[src/rtl/reg_scoreboard_pipe.sv]
// Register-hazard scoreboard: tracks pending writes from decode to writeback
// and raises the decode stall when a read address matches an in-flight write.

module reg_sb_hz #(
  parameter int AW  = 5,
  parameter int NWR = 2,
  parameter int NRD = 2,
  parameter bit CHK = 1'b1
) (
  input  logic               vld,
  input  logic [NWR-1:0]     wen,
  input  logic [NWR*AW-1:0]  wa,
  input  logic [NRD-1:0]     rd_en,
  input  logic [NRD*AW-1:0]  rd_a,
  output logic               hit
);
  logic [NWR-1:0][NRD-1:0] m;

  always_comb begin
    m = '0;
    for (int p = 0; p < NWR; p++)
      for (int j = 0; j < NRD; j++)
        m[p][j] = wen[p] & rd_en[j] & (wa[p*AW +: AW] == rd_a[j*AW +: AW]);
  end

  // CHK=0 marks a stage whose write the register file already forwards
  assign hit = CHK & vld & (|m);
endmodule

module reg_scoreboard_pipe #(
  parameter int AW         = 5,
  parameter int NSTAGES    = 3,
  parameter int NWR        = 2,
  parameter int NRD        = 2,
  parameter int KILL_STAGE = 1,
  parameter int WT_BYPASS  = 1
) (
  input  logic                             clk,
  input  logic                             rst,
  input  logic                             issue_valid,
  input  logic [NWR-1:0]                   issue_wen,
  input  logic [NWR*AW-1:0]                issue_wa,
  input  logic [NRD-1:0]                   rd_en,
  input  logic [NRD*AW-1:0]                rd_a,
  input  logic                             cancel,
  input  logic                             flush,
  input  logic                             clr_cnt,
  output logic                             stall,
  output logic [NSTAGES-1:0]               hz_stage,
  output logic [$clog2(NSTAGES+1)-1:0]     pend_cnt,
  output logic [15:0]                      stall_cycles
);
  localparam int CW = $clog2(NSTAGES+1);

  typedef struct packed {
    logic              vld;
    logic [NWR-1:0]    wen;
    logic [NWR*AW-1:0] wa;
  } ent_t;

  ent_t [NSTAGES-1:0]          ent_q, ent_d;
  logic [NSTAGES-1:0][NWR-1:0] wen_eff;
  logic [CW-1:0]               pend_q, pend_d;
  logic [15:0]                 stall_cycles_q, stall_cycles_d;

  always_comb begin
    for (int k = 0; k < NSTAGES; k++) wen_eff[k] = ent_q[k].wen;
    if (cancel) wen_eff[KILL_STAGE] = '0;
  end

  for (genvar k = 0; k < NSTAGES; k++) begin : g_stg
    reg_sb_hz #(
      .AW (AW),
      .NWR(NWR),
      .NRD(NRD),
      .CHK(k <= NSTAGES - 1 - WT_BYPASS)
    ) u_hz (
      .vld  (ent_q[k].vld),
      .wen  (wen_eff[k]),
      .wa   (ent_q[k].wa),
      .rd_en(rd_en),
      .rd_a (rd_a),
      .hit  (hz_stage[k])
    );
  end

  assign stall = issue_valid & (|hz_stage);

  // shift with cancel folded in; flush kills everything younger than KILL_STAGE
  always_comb begin
    ent_d = '0;
    if (issue_valid && !stall && !flush) begin
      ent_d[0].vld = 1'b1;
      ent_d[0].wen = issue_wen;
      ent_d[0].wa  = issue_wa;
    end
    for (int k = 1; k < NSTAGES; k++) begin
      if (!(flush && k <= KILL_STAGE)) begin
        ent_d[k].vld = ent_q[k-1].vld;
        ent_d[k].wen = wen_eff[k-1];
        ent_d[k].wa  = ent_q[k-1].wa;
      end
    end
  end

  always_comb begin
    pend_d = '0;
    for (int k = 0; k < NSTAGES; k++)
      pend_d = pend_d + CW'(ent_d[k].vld && (|ent_d[k].wen));
  end

  always_comb begin
    stall_cycles_d = stall_cycles_q;
    if (clr_cnt)
      stall_cycles_d = '0;
    else if (stall && stall_cycles_q != 16'hFFFF)
      stall_cycles_d = stall_cycles_q + 16'd1;
  end

  always_ff @(posedge clk or negedge rst) begin
    if (!rst) begin
      ent_q          <= '0;
      pend_q         <= '0;
      stall_cycles_q <= '0;
    end else begin
      ent_q          <= ent_d;
      pend_q         <= pend_d;
      stall_cycles_q <= stall_cycles_d;
    end
  end

  assign pend_cnt     = pend_q;
  assign stall_cycles = stall_cycles_q;
endmodule

[config.mk]
export PLATFORM = sky130hd
export DESIGN_NAME = reg_scoreboard_pipe
export DESIGN_NICKNAME = d
export VERILOG_FILES = /design/src/rtl/reg_scoreboard_pipe.sv
export SDC_FILE = /design/constraint.sdc
export NUM_CORES = 1
export LEC_CHECK = 0
export CORE_UTILIZATION = 42
export CTS_CLUSTER_SIZE = 20
export DETAILED_ROUTE_END_ITERATION = 10
export PLACE_DENSITY = 0.76
export SLEW_MARGIN = 5
export SYNTH_ARGS = -nofsm -noshare
export SYNTH_HDL_FRONTEND = slang
export SYNTH_HIERARCHICAL = 1
export SYNTH_SLANG_ARGS = --single-unit
[constraint.sdc]
create_clock -name clk -period 3.25 [get_ports clk]
set_input_delay 0.65 -clock clk [delete_from_list [all_inputs] [get_ports clk]]
set_output_delay 0.65 -clock clk [all_outputs]
set_load 0.02 [all_outputs]
; Yosys cells after proc, flatten, opt, wreduce, memory -nomap -nowiden
; Index checks and enable logic that the tools add are counted.
; W data, S select, Z words.
[word_totals]
regBits = 44
wordCells = 59
[classes]
n_addsub = 3
mux = 5
eq_ne = 9
reduce_logical = 15
bitwise_logic = 19
[op_table]
columns = op, count
row1 = $eq A5 B5 Y1, 8
row2 = $mux W16, 2
row3 = $mux W13, 2
row4 = $and A1 B1 Y1, 19
row5 = $add A16 B1 Y16 const B, 1
row6 = $ne A16 B16 Y1 const B, 1
row7 = $reduce_or A2 Y1, 4
row8 = $reduce_or A4 Y1, 2
row9 = $logic_and A1 B1 Y1, 6
row10 = $add A1 B1 Y2, 1
row11 = $add A2 B1 Y2, 1
row12 = $logic_not A1 Y1, 2
row13 = $mux W2, 1
row14 = $reduce_bool A2 Y1, 1

; Logic depth before layout (Yosys ltp)
; Gate-level depths: netlist of the first run.
[depth]
ltp_word = 15
ltp_mapped = 10

; Hierarchy
; Netlist of the first run, hierarchy kept.
[modules_own_cells]
columns = module, area_per_inst_um2, seq_area_each_um2, cells_per_inst, instances
row1 = reg_scoreboard_pipe, 2223.4, 1426.4, 178, 1
row2 = reg_sb_hz (g_stg[0].u_hz ...), 245.2, 0.0, 30, 2
row3 = reg_sb_hz (g_stg[2].u_hz), 11.3, 0.0, 2, 1

; Worst setup path before layout of the first run
; OpenSTA, ideal clock, no wires.
[synth_timing]
kind = input -> register
start = input port rd_a[9]
end = register stall_cycles_q[10] (netlist: stall_cycles[10])
required_ps = 3125
slack_ps = 432
arrival_time_ps = 2693
path_stages = 9
path_buffers = 1
cell_sequence = xor2_1 -> nor4_1 -> nand4_1 -> a41oi_2 -> o31a_1 -> buf_2 -> nand2_2 -> nor4b_1 -> mux2_2
[synth_between]
elab_chain_cells = 8
elab_cells_between_ends = 16
[synth_lines]
columns = item, line_no
row1 = "start, declared", 44  ; input logic [NRD*AW-1:0] rd_a,
row2 = $eq A5 B5 Y1, 23  ; m[p][j] = wen[p] & rd_en[j] & (wa[p*AW +: AW] == rd_a[j*AW +: AW]);
row3 = $and A1 B1 Y1, 23
row4 = $reduce_or A4 Y1 (*), 27  ; assign hit = CHK & vld & (|m);
row5 = $and A1 B1 Y1 (*), 27
row6 = net hz_stage[1], 49  ; output logic [NSTAGES-1:0] hz_stage,
row7 = $reduce_or A2 Y1 (*), 87  ; assign stall = issue_valid & (|hz_stage);
row8 = $and A1 B1 Y1 (*), 87
row9 = net stall, 48  ; output logic stall,
row10 = $logic_and A1 B1 Y1 (*), 116  ; else if (stall && stall_cycles_q != 16'hFFFF)
row11 = $reduce_bool A2 Y1 (no line) (*), --
row12 = "end signal, assigned", 128  ; stall_cycles_q <= stall_cycles_d;
row13 = "end, declared", 64  ; logic [15:0] stall_cycles_q, stall_cycles_d;
; The timed path passes the listed nets; every way through them passes the cells marked *.
; A chain may end at the register's enable or synchronous reset.

; Final worst setup path of the first run
[layout_timing]
start = input port rd_a[2]
end = output port stall
[layout_between]
elab_chain_cells = 6
elab_cells_between_ends = 14
[layout_lines]
columns = item, line_no
row1 = $eq A5 B5 Y1, 23
row2 = $and A1 B1 Y1, 23
row3 = $reduce_or A4 Y1, 27
row4 = $and A1 B1 Y1, 27
row5 = $reduce_or A2 Y1 (*), 87
row6 = $and A1 B1 Y1 (*), 87
row7 = "end, declared", 48
; Mark *: on every way between the ends. The rest lies on a longest branch, timed or not.

==> impl_metrics.prom, run 1 <==
# TYPE chip_impl_metric gauge
chip_impl_info{name="status",value="completed"} 1
chip_impl_info{name="crit_path_cell_trace",value="clkdlybuf4s50_1 > xor2_1 > nor4_2 > nand4_1 > a41oi_2 > o31a_1 > clkdlybuf4s15_2"} 1
chip_impl_metric{name="final_net_count",unit=""} 324
chip_impl_metric{name="post-route-drc-count",unit=""} 0
chip_impl_metric{name="max-clock-path-buffers",unit=""} 2
chip_impl_metric{name="cts_max_level",unit=""} 2
chip_impl_metric{name="core_area",unit="sq um"} 5510
chip_impl_metric{name="final_hold_viol_count",unit=""} 0
chip_impl_metric{name="diodes",unit=""} 0
chip_impl_metric{name="buffer_ports.inserted",unit=""} 50
chip_impl_info{name="critPathCaptureType",value="primary output"} 1
chip_impl_metric{name="detail_route.wirelength",unit="um"} 5680
chip_impl_metric{name="p_per_area",unit="nW/um^2"} 329
chip_impl_metric{name="detail_route.vias_per_cell",unit=""} 5.38
chip_impl_metric{name="cap_violations",unit=""} 0
chip_impl_metric{name="worstPathArrival",unit="ps"} 2520
chip_impl_metric{name="clkTransAtPathRegs",unit="ps"} 80
chip_impl_metric{name="wl_per_cell",unit="um"} 15.6
chip_impl_metric{name="layout-area-overhead-vs-synth",unit="%"} 34.0
chip_impl_metric{name="gp_congestion",unit=""} 0.883
chip_impl_metric{name="boundaryPins",unit=""} 52
chip_impl_info{name="timing.critical_path.max_delay_family",value="buffers and inverters"} 1
chip_impl_metric{name="hold_buffers",unit=""} 0
chip_impl_metric{name="yosysWarnings",unit=""} 6
chip_impl_metric{name="setup_viol",unit=""} 0
chip_impl_metric{name="die_height",unit="um"} 77.6
chip_impl_metric{name="fillerInstances",unit=""} 470
chip_impl_metric{name="syn-num-nets",unit=""} 259
chip_impl_metric{name="initial_core_util",unit="%"} 43.6
chip_impl_metric{name="grt_antenna_before_repair",unit=""} 0
chip_impl_metric{name="synth.cell_area",unit="sq um"} 2400
chip_impl_metric{name="timing_worst_slew_pin_value",unit="ps"} 952
chip_impl_metric{name="crit_required",unit="ps"} 2600
chip_impl_metric{name="syn_area_per_cell",unit="sq um"} 10.6
chip_impl_info{name="cts_tree",value="done"} 1
chip_impl_metric{name="first_iter_violations",unit=""} 113
chip_impl_metric{name="postLayoutSetupSlackWorst",unit="ps"} 78.4
chip_impl_metric{name="wire_length_of_the_first_global_routing_pass",unit="um"} 9400
chip_impl_metric{name="chipWidth",unit="um"} 77.6
chip_impl_metric{name="slew_margin_rel",unit="%"} 36.5
chip_impl_metric{name="fmax",unit="MHz"} 315
chip_impl_metric{name="number_of_cell_rows",unit=""} 27
chip_impl_metric{name="cellLeakagePower",unit="nW"} 1.47
chip_impl_info{name="hold_path_class",value="in -> async"} 1
chip_impl_info{name="worst-setup-path-type",value="in -> out"} 1
chip_impl_info{name="critical_path.slowest_cell",value="sky130_fd_sc_hd__clkdlybuf4s50_1"} 1
chip_impl_info{name="clock_tree.root_cell",value="sky130_fd_sc_hd__clkbuf_8"} 1
chip_impl_metric{name="cpPeakStageDelay",unit="ps"} 480
chip_impl_metric{name="worst-path-buf-inv",unit=""} 2
chip_impl_info{name="worstReg2RegStart",value="ent_q[1]"} 1
chip_impl_metric{name="firstDrtPassIters",unit=""} 4
chip_impl_metric{name="place.detailed.instances",unit=""} 356
chip_impl_metric{name="drt.antenna.violating_nets",unit=""} 0
chip_impl_metric{name="final_core_utilization",unit="%"} 58.4
chip_impl_metric{name="detailedPlacementHpwl",unit="um"} 4230
chip_impl_metric{name="globalRoute.totalOverflow",unit=""} 0
chip_impl_metric{name="setup_slack_placement",unit="ps"} -397
chip_impl_metric{name="clk_latency",unit="ps"} 290
chip_impl_metric{name="routed-via-count",unit=""} 1965
chip_impl_metric{name="finalNonFillerCells",unit=""} 365
chip_impl_info{name="setup.worst_path.start_class",value="input port"} 1
chip_impl_metric{name="slew_viol_final",unit=""} 0
chip_impl_metric{name="finalWorstPathRequiredPeriod",unit="ps"} 3170
chip_impl_metric{name="sink_count",unit=""} 44
chip_impl_metric{name="placed_area",unit="sq um"} 3060
chip_impl_info{name="rsz0062_at_grt",value="false"} 1
chip_impl_info{name="worst_setup_path_startpoint",value="rd_a[2]"} 1
chip_impl_metric{name="stdcell_area",unit="sq um"} 3220
chip_impl_metric{name="grt.total_usage",unit="%"} 20.1
chip_impl_metric{name="die-area",unit="sq um"} 6020
chip_impl_metric{name="cts-buffers-inserted",unit=""} 5
chip_impl_metric{name="grt_start_max_net_pins",unit=""} 45
chip_impl_metric{name="post-route-period-util",unit="%"} 97.6
chip_impl_metric{name="critPathMaxFanout",unit=""} 3
chip_impl_metric{name="finalClockSkew",unit="ps"} 7.46
chip_impl_metric{name="final_layout_size_suffix_gt1_share",unit="%"} 14.0
chip_impl_metric{name="holdWs",unit="ps"} 508
chip_impl_metric{name="gate_count_post_synth",unit=""} 227
chip_impl_metric{name="vdd.ir_drop.worst",unit="V"} 0.000274
chip_impl_metric{name="via_count_of_the_first_global_routing_pass",unit=""} 1924
## final timing paths
kind | depth (start not counted) | end | slack [ps]
max | 7 | stall | 80
min | 1 | stall_cycles[12] | 510
max reg2reg | 11 | pend_cnt[0] | 520
min reg2reg | 1 | ent_d[38] | 560
max in group asynchronous | 1 | ent_q[1] | 2150
min in group clk | 1 | ent_d[38] | 560
## flip-flops by register name, indices dropped and copies added (netlist names)
signal and count:
stall_cycles 16, ent_q 15, ent_d 11, pend_cnt 2
## what timing repair did
action,4_1_cts,5_1_grt
setup endpoints to repair,4,10
buffers inserted,0,1
gates resized for setup,7,13
pin swaps,0,1
cloned,0,0
## per-layer routing
layer	part of all wire, %	GRT usage (%)
met1	45	27.4
met2	49	32.5
met3	3.7	3.76
met4	1.4	5.66
met5	0	0
## metrics by stage
step	TNS (ps)	total power, mW
final	0	1.06
after global routing	0	1.12
after CTS	-10.4	1.07
after detailed placement	-2600	0.705
after global placement	-1660	0.704
after floorplan	0	0.626
## cell type report
| cell class | instances | area [sq um] | share of cell area, % |
|---|---|---|---|
| clock buffers | 6 | 82.6 | 2.57 |
| repair buffers | 65 | 626 | 19.5 |
| inverters | 6 | 22.5 | 0.700 |
| multi-input cells | 170 | 1280 | 39.8 |
| clock inverters | 2 | 15.0 | 0.467 |
| flip-flops and latches | 44 | 1100 | 34.2 |
| well taps | 72 | 90.1 | 2.80 |
## report_power, final
group | leakage, nW | internal (mW) | switching [mW]
Clock | 0.0434 | 0.172 | 0.188
Sequential | 0.608 | 0.556 | 0.00959
Combinational | 0.823 | 0.0675 | 0.0664
## cells in the final DEF, fill, tap and decap left out, drive strengths merged, types with 2 or more instances in the layout
cell type	instances
a21oi	12
a41oi	2
and2	12
and3	3
and4	2
buf	16
clkbuf	6
clkdlybuf4s15	2
clkdlybuf4s50	39
clkinvlp	2
dfrtp	44
dlymetal6s2s	7
inv	6
mux2	6
nand2	6
nand3	7
nand4	12
nor2	8
nor2b	21
nor3b	2
nor4	10
o21ai	4
o31ai	4
o41ai	2
or3	3
or4	5
xnor2	8
xor2	32
Power figures use the tool's default switching activity.
==> inputs of run 2 (changes only) <==
--- a/config.mk
+++ b/config.mk
@@ -6,7 +6,7 @@
 export NUM_CORES = 1
 export LEC_CHECK = 0
 export CORE_UTILIZATION = 42
-export CTS_CLUSTER_SIZE = 20
+export CTS_CLUSTER_SIZE = 30
 export DETAILED_ROUTE_END_ITERATION = 10
 export PLACE_DENSITY = 0.76
 export SLEW_MARGIN = 5
==> constraint.sdc (replaced) <==
create_clock -name clk -period 3.55 [get_ports clk]
set_input_delay 0.71 -clock clk [delete_from_list [all_inputs] [get_ports clk]]
set_output_delay 0.71 -clock clk [all_outputs]
set_load 0.02 [all_outputs]
==> run 2 against run 1 <==
- core utilization shrank 1.5 points
- worst hold slack gained 33 ps
- sequential power shrank 8.5%
- wire length shrank 6.0%
- power shrank 8.5%
- largest cell class unchanged
- critical path depth is the same
- register-to-register slack gained 270 ps
- flip-flop and latch count is the same
- via count shrank 1.3%
==> impl_metrics.prom, run 2 (synthesized netlist as in run 1, its figures left out) <==
# TYPE chip_impl_metric gauge
chip_impl_metric{name="max-clock-path-buffers",unit=""} 2
chip_impl_metric{name="timing_worst_slew_pin_value",unit="ps"} 954
chip_impl_metric{name="final_hold_viol_count",unit=""} 0
chip_impl_metric{name="final_layout_size_suffix_gt1_share",unit="%"} 10.4
chip_impl_metric{name="setup_viol",unit=""} 0
chip_impl_metric{name="first_iter_violations",unit=""} 104
chip_impl_info{name="critPathCaptureType",value="primary output"} 1
chip_impl_metric{name="die_height",unit="um"} 77.6
chip_impl_info{name="crit_path_cell_trace",value="clkdlybuf4s50_1 > xor2_1 > nor4_1 > nand4_1 > a41oi_2 > o31a_1 > dlygate4sd2_1"} 1
chip_impl_metric{name="clkTransAtPathRegs",unit="ps"} 90
chip_impl_metric{name="worst-path-buf-inv",unit=""} 2
chip_impl_info{name="rsz0062_at_grt",value="false"} 1
chip_impl_metric{name="post_cts_buffers",unit=""} 0
chip_impl_info{name="critical_path.slowest_cell",value="sky130_fd_sc_hd__clkdlybuf4s50_1"} 1
chip_impl_metric{name="detail_route.wirelength",unit="um"} 5340
chip_impl_metric{name="global_route.usage.met3",unit="%"} 3.06
chip_impl_info{name="final_cell_mix",value="sky130_fd_sc_hd__clkdlybuf4s50_1 (46), sky130_fd_sc_hd__dfrtp_1 (44), sky130_fd_sc_hd__xor2_1 (32), sky130_fd_sc_hd__nor2b_1 (21)"} 1
chip_impl_metric{name="globalRoute.totalOverflow",unit=""} 0
chip_impl_info{name="hold_path_class",value="reg -> reg"} 1
chip_impl_info{name="setup.worst_path.start_class",value="input port"} 1
chip_impl_metric{name="via_count_of_the_first_global_routing_pass",unit=""} 1925
chip_impl_metric{name="hold_buffers",unit=""} 0
chip_impl_metric{name="total_power",unit="mW"} 0.969
chip_impl_metric{name="grt.met1_usage",unit="%"} 25.8
chip_impl_metric{name="vdd.ir_drop.worst",unit="V"} 0.000191
chip_impl_metric{name="detailedPlacementHpwl",unit="um"} 4080
chip_impl_metric{name="grt_start_max_net_pins",unit=""} 45
chip_impl_metric{name="die-area",unit="sq um"} 6020
chip_impl_metric{name="buffer_ports.inserted",unit=""} 50
chip_impl_metric{name="gp_congestion",unit=""} 0.855
chip_impl_metric{name="largest_register_ffs",unit=""} 16
chip_impl_metric{name="cts-buffers-inserted",unit=""} 5
chip_impl_metric{name="grt_util_met2",unit="%"} 31.4
chip_impl_metric{name="detail_route.vias_per_cell",unit=""} 5.37
chip_impl_metric{name="routed-via-count",unit=""} 1939
chip_impl_metric{name="final_net_count",unit=""} 320
chip_impl_metric{name="core_area",unit="sq um"} 5510
chip_impl_metric{name="cap_violations",unit=""} 0
chip_impl_metric{name="wire_length_of_the_first_global_routing_pass",unit="um"} 9140
chip_impl_info{name="global_route.peak_usage_layer",value="met2"} 1
chip_impl_metric{name="holdWs",unit="ps"} 541
chip_impl_info{name="status",value="completed"} 1
chip_impl_metric{name="post-route-period-util",unit="%"} 98.2
chip_impl_metric{name="clk_latency",unit="ps"} 290
chip_impl_metric{name="final_core_utilization",unit="%"} 56.9
chip_impl_info{name="timing.critical_path.max_delay_family",value="buffers and inverters"} 1
chip_impl_metric{name="layout-area-overhead-vs-synth",unit="%"} 30.7
chip_impl_info{name="worst_setup_path_startpoint",value="rd_a[9]"} 1
chip_impl_metric{name="cellLeakagePower",unit="nW"} 1.39
chip_impl_metric{name="boundaryPins",unit=""} 52
chip_impl_metric{name="cts_max_level",unit=""} 2
chip_impl_metric{name="post-route-drc-count",unit=""} 0
chip_impl_info{name="clock_tree.root_cell",value="sky130_fd_sc_hd__clkbuf_8"} 1
chip_impl_metric{name="firstDrtPassIters",unit=""} 4
chip_impl_info{name="worstReg2RegStart",value="ent_q[9]"} 1
chip_impl_metric{name="setup_tns",unit="ps"} 0
chip_impl_metric{name="drt.antenna.violating_nets",unit=""} 0
chip_impl_metric{name="p_per_area",unit="nW/um^2"} 309
chip_impl_metric{name="stdcell_area",unit="sq um"} 3140
chip_impl_metric{name="critPathMaxFanout",unit=""} 4
chip_impl_metric{name="wl_per_cell",unit="um"} 14.8
chip_impl_metric{name="grt.total_usage",unit="%"} 19.3
chip_impl_metric{name="placed_area",unit="sq um"} 3040
chip_impl_metric{name="grt_antenna_before_repair",unit=""} 0
chip_impl_info{name="most_common_cell_after_layout_fill_and_taps_aside",value="sky130_fd_sc_hd__clkdlybuf4s50_1"} 1
chip_impl_metric{name="slew_margin_rel",unit="%"} 36.4
chip_impl_info{name="worst-setup-path-type",value="in -> out"} 1
chip_impl_metric{name="diodes",unit=""} 0
chip_impl_metric{name="initial_core_util",unit="%"} 43.6
chip_impl_metric{name="cpPeakStageDelay",unit="ps"} 520
chip_impl_metric{name="crit_required",unit="ps"} 2840
chip_impl_metric{name="finalClockSkew",unit="ps"} 3.94
chip_impl_info{name="cts_tree",value="done"} 1
chip_impl_info{name="worst_hold_startpoint",value="ent_q[12]"} 1
chip_impl_metric{name="fmax",unit="MHz"} 287
chip_impl_metric{name="sink_count",unit=""} 44
chip_impl_metric{name="number_of_cell_rows",unit=""} 27
chip_impl_metric{name="chipWidth",unit="um"} 77.6
chip_impl_metric{name="slew_viol_final",unit=""} 0
chip_impl_metric{name="worstPathArrival",unit="ps"} 2770
chip_impl_metric{name="finalWorstPathRequiredPeriod",unit="ps"} 3480
==> run 2: final timing paths <==
kind / slack, ps / end / cells after the start
setup reg to reg: 790 / pend_cnt[0] / 11
hold / removal: 540 / ent_d[38] / 1
max in group asynchronous: 2400 / ent_q[1] / 1
setup / recovery: 70 / stall / 7
hold reg to reg: 540 / ent_d[38] / 1
min in group asynchronous: 560 / stall_cycles[4] / 1
==> run 2: cell type report <==
| cell class | count | area [sq um] |
|---|---|---|
| tap | 72 | 90.1 |
| timing repair buffer | 61 | 574 |
| multi-input combinational | 170 | 1250 |
| clock inverter | 2 | 15.0 |
| inverter | 6 | 22.5 |
| sequential | 44 | 1100 |
| fill | 469 | 2370 |
| clock buffer | 6 | 82.6 |
==> run 2: through the flow <==
stage          instances  worst slack (ps)
5_1_grt              361              2.80
3_5_place_dp         353              -171
4_1_cts              361              96.8
2_1_floorplan        227               674
6_report             361              65.4
3_3_place_gp         353              -121
==> run 2: where the power goes <==
part	total [mW]	leakage, nW	internal, mW	switching (mW)
registers	0.518	0.608	0.509	0.00873
clock network	0.332	0.0434	0.158	0.174
logic	0.120	0.742	0.0608	0.0587
==> run 2: worst register-to-register path: stages, from the launching register on <==
cell and delay [ps]:
sky130_fd_sc_hd__dfrtp_1 430, sky130_fd_sc_hd__xor2_1 220, sky130_fd_sc_hd__nor4_2 80, sky130_fd_sc_hd__nand4_1 110, sky130_fd_sc_hd__a41oi_2 150, sky130_fd_sc_hd__buf_4 170, sky130_fd_sc_hd__or3_1 350, sky130_fd_sc_hd__nor3b_1 330
sky130_fd_sc_hd__and2_1 210, sky130_fd_sc_hd__nor2_1 80, sky130_fd_sc_hd__fa_1 500, sky130_fd_sc_hd__inv_1 40
==> run 2: what timing repair did <==
| action | CTS | global route |
|---|---|---|
| endpoints found under the setup margin | 3 | 1 |
| endpoints found under the hold margin | 0 | 0 |
| gates resized for setup | 3 | 1 |
| gates cloned | 0 | 0 |
==> run 2: routing by layer <==
metal,share of wire [%],vias to the layer above
li1,-,923
met1,45,947
met2,49,58
met3,3.8,11
met4,1.9,0
met5,0,-
